===== src/rtl/step_response_monitor.sv =====
// Step response measurement. Watches the filter output after a step and
// reports rise time, peak, overshoot and settling time.
module step_response_monitor #(
  parameter int WIDTH       = 18,
  parameter int CNT_W       = 16,
  parameter int SETTLE_HOLD = 16,
  parameter int MAX_CYCLES  = 65535
) (
  input  logic             clk,
  input  logic             rst_n,
  input  logic             start,
  input  logic             in_valid,
  input  logic [WIDTH-1:0] v_in,
  input  logic [WIDTH-1:0] v_final,
  input  logic [WIDTH-1:0] th_lo,
  input  logic [WIDTH-1:0] th_hi,
  input  logic [WIDTH-2:0] band,
  output logic             busy,
  output logic             done,
  output logic             timeout,
  output logic [CNT_W-1:0] t_rise,
  output logic [CNT_W-1:0] t_settle,
  output logic [WIDTH-1:0] peak,
  output logic [WIDTH:0]   overshoot
);

  typedef enum logic [2:0] {IDLE, WAIT_LO, WAIT_HI, SETTLE, FINISH} state_t;

  localparam logic [CNT_W-1:0] HOLD = CNT_W'(SETTLE_HOLD);
  localparam logic [CNT_W-1:0] LAST = CNT_W'(MAX_CYCLES - 1);

  state_t state, state_n;

  logic [CNT_W-1:0] idx, run_len, run_start, t_lo_idx, t_hi_idx;
  logic [CNT_W-1:0] lo_n, hi_n;
  logic             measuring, accept, ge_lo, ge_hi, eval, in_band;
  logic             settled, expire;
  logic [WIDTH-1:0] peak_n;
  logic signed [WIDTH:0] dev, dev_abs, os;

  assign measuring = (state == WAIT_LO) || (state == WAIT_HI) || (state == SETTLE);
  assign busy      = measuring;
  // A sample arriving with start belongs to the aborted run, so drop it.
  assign accept    = measuring && in_valid && !start;

  assign ge_lo = $signed(v_in) >= $signed(th_lo);
  assign ge_hi = $signed(v_in) >= $signed(th_hi);

  // The high-crossing sample is already judged for settling.
  assign eval = (state == SETTLE) ||
                (state == WAIT_HI && ge_hi) ||
                (state == WAIT_LO && ge_lo && ge_hi);

  assign lo_n = (state == WAIT_LO) ? idx : t_lo_idx;
  assign hi_n = (state == SETTLE)  ? t_hi_idx : idx;

  // Deviation is taken one bit wider so it can never wrap.
  assign dev     = $signed({v_in[WIDTH-1], v_in}) - $signed({v_final[WIDTH-1], v_final});
  assign dev_abs = dev[WIDTH] ? -dev : dev;
  assign in_band = $unsigned(dev_abs) <= {2'b00, band};

  assign settled = accept && eval && in_band && ((run_len + 1'b1) == HOLD);
  assign expire  = accept && !settled && (idx == LAST);

  assign peak_n = ($signed(v_in) > $signed(peak)) ? v_in : peak;
  assign os     = $signed({peak_n[WIDTH-1], peak_n}) - $signed({v_final[WIDTH-1], v_final});

  // State register.
  always_ff @(posedge clk or negedge rst_n) begin
    if (!rst_n) state <= IDLE;
    else        state <= state_n;
  end

  // Next state: start always wins, otherwise advance on accepted samples.
  always_comb begin
    state_n = state;
    if (start) begin
      state_n = WAIT_LO;
    end else if (accept) begin
      if (settled || expire) begin
        state_n = FINISH;
      end else begin
        case (state)
          WAIT_LO: if (ge_lo) state_n = ge_hi ? SETTLE : WAIT_HI;
          WAIT_HI: if (ge_hi) state_n = SETTLE;
          default: ;
        endcase
      end
    end
  end

  // Measurement datapath and registered results.
  always_ff @(posedge clk or negedge rst_n) begin
    if (!rst_n) begin
      idx       <= '0;
      run_len   <= '0;
      run_start <= '0;
      t_lo_idx  <= '0;
      t_hi_idx  <= '0;
      peak      <= '0;
      done      <= 1'b0;
      timeout   <= 1'b0;
      t_rise    <= '0;
      t_settle  <= '0;
      overshoot <= '0;
    end else begin
      done <= 1'b0;
      if (start) begin
        idx       <= '0;
        run_len   <= '0;
        run_start <= '0;
        t_lo_idx  <= '0;
        t_hi_idx  <= '0;
        peak      <= {1'b1, {(WIDTH-1){1'b0}}};
        timeout   <= 1'b0;
        t_rise    <= '0;
        t_settle  <= '0;
        overshoot <= '0;
      end else if (accept) begin
        idx  <= idx + 1'b1;
        peak <= peak_n;
        if (state == WAIT_LO && ge_lo) t_lo_idx <= idx;
        if (state != SETTLE && eval)   t_hi_idx <= idx;
        if (eval) begin
          run_len <= in_band ? run_len + 1'b1 : '0;
          if (in_band && run_len == '0) run_start <= idx;
        end
        if (settled) begin
          done      <= 1'b1;
          t_settle  <= (run_len == '0) ? idx : run_start;
          t_rise    <= hi_n - lo_n;
          overshoot <= os[WIDTH] ? '0 : $unsigned(os);
        end else if (expire) begin
          done      <= 1'b1;
          timeout   <= 1'b1;
          t_rise    <= '1;
          t_settle  <= '1;
          overshoot <= os[WIDTH] ? '0 : $unsigned(os);
        end
      end
    end
  end

endmodule


===== config.mk =====
export PLATFORM = sky130hd
export DESIGN_NAME = step_response_monitor
export DESIGN_NICKNAME = d
export VERILOG_FILES = /design/src/rtl/step_response_monitor.sv
export SDC_FILE = /design/constraint.sdc
export NUM_CORES = 1
export LEC_CHECK = 0
export CAP_MARGIN = 20
export CELL_PAD_IN_SITES_DETAIL_PLACEMENT = 1
export CELL_PAD_IN_SITES_GLOBAL_PLACEMENT = 2
export CORE_UTILIZATION = 35
export DETAILED_ROUTE_END_ITERATION = 6
export PLACE_DENSITY = 0.89
export REMOVE_ABC_BUFFERS = 1
export SYNTH_ARGS = -nofsm -noshare
export SYNTH_HDL_FRONTEND = slang
export SYNTH_SLANG_ARGS = --single-unit
export TNS_END_PERCENT = 5

===== constraint.sdc =====
create_clock -name clk -period 6.5 [get_ports clk]
set_input_delay 1.3 -clock clk [delete_from_list [all_inputs] [get_ports clk]]
set_output_delay 1.3 -clock clk [all_outputs]
set_load 0.01 [all_outputs]

; ---- After elaboration in Yosys (flattened, before gate mapping)
; Index checks and enable logic that the tools add are counted.
[word_totals]
register_bits = 154
word_cells = 116
[classes]
addsub = 6
magnitude_cmp = 4
n_eq_ne = 9
muxes = 50
reduce_logical = 35
[op_table]
columns = op, count
row1 = 2-to-1 mux 16 bit, 26
row2 = 2-to-1 mux 19 bit, 5
row3 = 2-to-1 mux 18 bit, 4
row4 = subtractor 18 x 18 -> 19 bit, 2
row5 = >= comparator 18 bit, 2
row6 = adder 16 x 1 -> 16 bit (second input constant), 2
row7 = <= comparator 19 x 17 -> 1 bit, 1
row8 = negation 19 bit, 1
row9 = > comparator 18 bit, 1
row10 = equality test 16 bit (second input constant), 1
row11 = equality test 16 x 5 -> 1 bit (second input constant), 1
row12 = zero test 16 bit, 1
row13 = subtractor 16 bit, 1
row14 = 2-to-1 mux 3 bit, 5
row15 = logical AND 1 bit, 12
row16 = nonzero test 2 bit, 6
row17 = 2-to-1 mux 1 bit, 9
row18 = != test 4 x 3 -> 1 bit (second input constant), 2
row19 = AND reduction 2 bit, 4
row20 = equality test 3 x 2 -> 1 bit (second input constant), 2
row21 = case mux 3 bit (2 select lines), 1
row22 = AND reduction 3 bit, 2
row23 = logical OR 1 bit, 5
row24 = AND reduction 4 bit, 1
row25 = 6 further kinds, 7

; ---- Longest topological paths before layout
[depth]
word_depth = 15
depth_mapped = 29

; ---- Worst setup path after synthesis
; Ideal clock, no wire load.
[synth_timing]
path_kind = in2reg
from = input v_in[1]
to = register overshoot[10]
t_arrival_ns = 6.382
slack_ns = -0.009
cell_stages = 26
path_buffers = 3
path_cell_list = ha_1 > nor2b_1 > o21a_1 > o21a_1 > o21a_1 > o21a_1 > o21a_1 > o21ai_0 > a21oi_1 > nand2_1 > clkbuf_1 > mux2_2 > ha_1 > nor2b_1 > o21ai_0 > a21boi_0 > o41a_1 > a211o_1 > o211ai_1 > o21ai_0 > nand2_1 > a221o_1 > clkbuf_1 > clkbuf_1 > nor2_1 > mux2_1
[synth_via]
elab_chain_len = 12
word_cells_on_any_way = 27
classes_between = 3 x add/sub / 4 x order compare / 7 x mux / 13 x reduce/logical
[synth_rtl]
columns = element, line_no
row1 = "start, declared", 13  ; input logic [WIDTH-1:0] v_in,
row2 = "parallel branches: the longest is 12 deep, another holds subtractor 18 x 18 -> 19 bit", --
row3 = "end signal, assigned", 132  ; overshoot <= os[WIDTH] ? '0 : $unsigned(os);
row4 = "end signal, assigned", 138  ; overshoot <= os[WIDTH] ? '0 : $unsigned(os);
row5 = "end, declared", 24  ; output logic [WIDTH:0] overshoot
; Several ways; the timed one is not identified. The select of a mux whose other input is x is not followed.
; A chain may end at the register's enable or synchronous reset.

; ---- Final worst setup path
[layout_timing]
from = input v_in[4]
to = register run_len[10]
[layout_via]
elab_chain_len = 8
word_cells_on_any_way = 17
classes_between = 2 x add/sub / 3 x order compare / 5 x mux / 7 x reduce/logical
[layout_rtl]
columns = element, line_no
row1 = subtractor 18 x 18 -> 19 bit, 58  ; assign dev = $signed({v_in[WIDTH-1], v_in}) - $signed({v_final[WIDTH-1], v_final});
row2 = negation 19 bit, 59  ; assign dev_abs = dev[WIDTH] ? -dev : dev;
row3 = 2-to-1 mux 19 bit, 59
row4 = <= comparator 19 x 17 -> 1 bit, 60  ; assign in_band = $unsigned(dev_abs) <= {2'b00, band};
row5 = 2-to-1 mux 16 bit, 125  ; run_len <= in_band ? run_len + 1'b1 : '0;
row6 = 2-to-1 mux 16 bit, 124  ; if (eval) begin
row7 = 2-to-1 mux 16 bit, 119  ; end else if (accept) begin
row8 = 2-to-1 mux 16 bit, 108  ; if (start) begin
row9 = "end signal, assigned", 125
row10 = "end, declared", 34  ; logic [CNT_W-1:0] idx, run_len, run_start, t_lo_idx, t_hi_idx;
; Parallel ways exist; a longest one is shown, timed or not. The select of a mux whose other input is x is not followed.

==> results.sh <==
export IMPL_die_y_um=190.9
export IMPL_place_area_um2=15620
export IMPL_syn_area_per_cell_um2=8.719
export IMPL_rrSetupSlack_ps=1140
export IMPL_antenna_left=0
export IMPL_worstHoldPathCells=1
export IMPL_dp_cells=2133
export IMPL_syn_to_final_growth_pct=30.74
export IMPL_h_tree_depth=4
export IMPL_power_density_nw_per_um2=213.8
export IMPL_clkSlewWorstSetupHoldPaths_ps=70
export IMPL_fin_util_pct=46.91
export IMPL_grt_pass1_vias=12280
export IMPL_ys_ff_latch=153
export IMPL_clockBufferDepth=2
export IMPL_synth_area_um2=12490
export IMPL_r2r_start="peak[1]$_DFFE_PN0P_"
export IMPL_yosysSeqAreaShare_pct=30.66
export IMPL_ys_flop_type="dfrtp_1"
export IMPL_final_area_um2=16320
export IMPL_synth_edf_count=0
export IMPL_max_stage_delay_ps=580
export IMPL_min_to="overshoot[13]$_DFFE_PN0P_"
export IMPL_synthDistinctLibCells=75
export IMPL_clock_root_buffer="clkbuf_16"
export IMPL_critPathBufInv=6
export IMPL_slew_headroom_pct=30.20
export IMPL_setup_viol=0
export IMPL_endpoint_kind="flip-flop"
export IMPL_timing_rr_end="overshoot[17]$_DFFE_PN0P_"
export IMPL_totalWireLength_mm=40.22
export IMPL_report_final_hold_viol_count=0
export IMPL_status="finished, final reports clean"
export IMPL_row_count=68
export IMPL_avgViaCountPerCell=5.306
export IMPL_peakVddDrop_mv=0.1863
export IMPL_path_class="primary input to flip-flop"
export IMPL_cts_buffers=17
export IMPL_holdBufCountCts=0
export IMPL_hold_path_class="flip-flop to flip-flop"
export IMPL_layout_drive_gt1_share_pct=17.69
export IMPL_setup_tns_ps=0
export IMPL_grt_max_degree=63
export IMPL_syn_inst=1432
export IMPL_setup_slack_ps=205.5
export IMPL_cp_top_family="simple AND/OR/NAND/NOR gates"
export IMPL_finalCritPeriodShare_pct=96.84
export IMPL_post_route_min_period_ps=6294
export IMPL_path_cells="clkdlybuf4s50_1 -> ha_1 -> or3_1 -> o32ai_2 -> buf_4 -> xnor2_1 -> buf_4 -> nor4b_2 -> buf_4 -> a21oi_1 -> xor2_1 -> ha_1 -> a211o_1 -> a211oi_2 -> a31o_2 -> or4b_2 -> a31o_2 -> o211a_1 -> buf_4 -> buf_4 -> or3_1 -> o221ai_1"
export IMPL_cts_tree="yes"
export IMPL_leakage_uw=0.007769
export IMPL_cp_depth=22
export IMPL_grt_first_pass_wirelength_mm=65.45
export IMPL_gp_congestion=0.8727
export IMPL_port_buffer_count=163
export IMPL_drt_pass1_iter_count=5
export IMPL_max_freq_mhz=158.9
export IMPL_dieWidth_um=190.9
export IMPL_grt_overflow=0
export IMPL_cp_common_cell="buf_4"
export IMPL_min_from="overshoot[13]$_DFFE_PN0P_"
export IMPL_cts_sinks=153
export IMPL_num_nets_final=1925
export IMPL_maxCapViolCount=0
export IMPL_fin_skew_ps=9.465
export IMPL_cp_required_ps=6840
export IMPL_num_vias=11510
export IMPL_async_flop_share_pct=100.0
export IMPL_cp_start_kind="primary input"
export IMPL_tightest_slew_ps=1047
export IMPL_wl_per_cell_um=18.54
export IMPL_ys_warn_count=0
export IMPL_use_met1_pct=28.57
export IMPL_clock_latency_ps=430
export IMPL_use_met3_pct=2.374
export IMPL_rsz0062_at_grt="true"
export IMPL_r2r_cells=24
export IMPL_fp_dieArea_um2=36430
export IMPL_cp_max_fo=7
export IMPL_drv_slew=0
export IMPL_slowest_stage="or4b_2"
export IMPL_track_usage_pct=22.57
export IMPL_dpl_worst_slack_ps=-471.7
export IMPL_antenna_found_initial=1
export IMPL_num_io_pins=165
export IMPL_drc_errors=0
export IMPL_final_cell_count_no_fill=2169
export IMPL_core_um2=34800
export IMPL_drtIter0Drc=464
export IMPL_grtUsageMet2_pct=39.95
export IMPL_grt_busiest_layer="met2"
export IMPL_start_util_pct=35.88
export IMPL_dp_hpwl_mm=30.82
export IMPL_crit_arrival_ps=6640
==> synthesized netlist by cell type, types with 6 or more instances <==
cell type	count	area [um^2]
dfrtp_1	153	3829
nor2_1	141	529.3
ha_1	128	1602
inv_1	118	442.9
nand2_1	112	420.4
mux2i_1	90	900.9
a21oi_1	86	430.4
clkbuf_1	65	244.0
mux2_2	60	675.7
o21ai_0	59	295.3
xnor2_1	36	315.3
nand3_1	34	170.2
xor2_1	34	297.8
nor3_1	30	150.1
a21o_1	27	202.7
nand4_1	24	150.1
a211oi_1	20	150.1
o21a_1	16	120.1
nand2b_1	14	87.58
nor2b_1	14	87.58
a31oi_1	13	81.33
and3_1	13	81.33
or3_1	11	68.82
mux2_1	9	101.4
or2_2	9	56.30
a221o_1	7	70.07
nor4_1	7	43.79
o211ai_1	7	52.55
a211o_1	6	52.55
buf_2	6	30.03
o31ai_1	6	45.04
==> cells by family after synthesis <==
logic type	Yosys count	synth area share, %
xor gates and xnor gates	70	4.910
other	1	0.03003
and+or+nand+nor	430	16.25
muxes	159	13.44
buffers and inverters	195	6.113
adders and majority gates	131	13.31
DFF	153	30.66
AOI/OAI and AO/OA	293	15.28
==> worst max-delay path by stage <==
stage                  from                  endpoint
global placement    v_in[0]    run_len[5]$_DFFE_PN0P_
CTS                 v_in[0]    run_len[5]$_DFFE_PN0P_
detailed placement  v_in[1]  overshoot[3]$_DFFE_PN0P_
floorplan           v_in[0]  overshoot[0]$_DFFE_PN0P_
global route        v_in[4]   run_len[10]$_DFFE_PN0P_
finish              v_in[4]   run_len[10]$_DFFE_PN0P_
==> per-stage QoR <==
| step | hold WS [ps] | power, uW |
|---|---|---|
| after global routing | 523.8 | 3691 |
| after global placement | 468.3 | 2428 |
| after floorplan | 482.2 | 1856 |
| final | 506.1 | 3490 |
| after CTS | 501.1 | 3493 |
| after detailed placement | 487.5 | 2479 |
==> per-layer routing <==
metal	up-vias	wire, um
li1	5589	-
met1	5682	18220
met2	185	19910
met3	52	1063
met4	0	1029
met5	-	0
==> power by group <==
part | internal [uW] | switching (uW) | total [uW]
Sequential | 999 | 53.9 | 1050
Clock | 550 | 449 | 999
Combinational | 704 | 734 | 1440
Total | 2250 | 1240 | 3490
==> timing repair <==
| item | in CTS | in global routing |
|---|---|---|
| pin swaps | 0 | 11 |
| hold endpoints to repair | 0 | 0 |
| gates resized for setup | 3 | 33 |
| endpoints found under the setup margin | 9 | 51 |
| setup buffers | 0 | 4 |
==> flip-flops by register name, indices dropped and copies added, names as in the netlist <==
| register | flops |
|---|---|
| done | 1 |
| idx | 16 |
| overshoot | 18 |
| peak | 18 |
| run_len | 16 |
| run_start | 16 |
| state | 3 |
| t_hi_idx | 16 |
| t_lo_idx | 16 |
| t_rise | 16 |
| t_settle | 16 |
| timeout | 1 |
==> layout make-up <==
class	count	area, um^2
Clock buffer	19	452.9
Antenna cell	1	2.502
Tap cell	455	569.3
Fill cell	4054	18470
Multi-Input combinational cell	1084	8011
Sequential cell	153	3829
Inverter	118	442.9
Clock inverter	12	116.4
Timing Repair Buffer	327	2900
==> layout by cell type, fill, tap and decap left out, types with 52 or more instances in the layout <==
cell             instances
a21oi_1                 84
nor2_1                 140
ha_1                   127
clkdlybuf4s50_1        158
nand2_1                111
inv_1                  116
o21ai_0                 52
mux2i_1                 90
buf_4                  161
mux2_2                  60
dfrtp_1                153
==> worst reg2reg max path, cell delays in order, from the launching register on <==
cell,delay [ps]
dfrtp_1,430
inv_1,70
ha_1,300
nor2b_1,150
o21a_1,170
o21a_1,160
o21a_1,160
o21a_1,160
o21a_1,170
o21ai_1,170
a21oi_2,110
nand2_2,150
buf_4,250
mux2_2,370
ha_1,300
and2_1,160
o21ai_0,150
o21ai_0,170
or4_1,490
a311oi_1,390
o21bai_1,120
a21oi_1,210
xnor2_1,140
nor2_1,50
mux2_2,250
No activity file was read; power rests on OpenSTA's default activity.
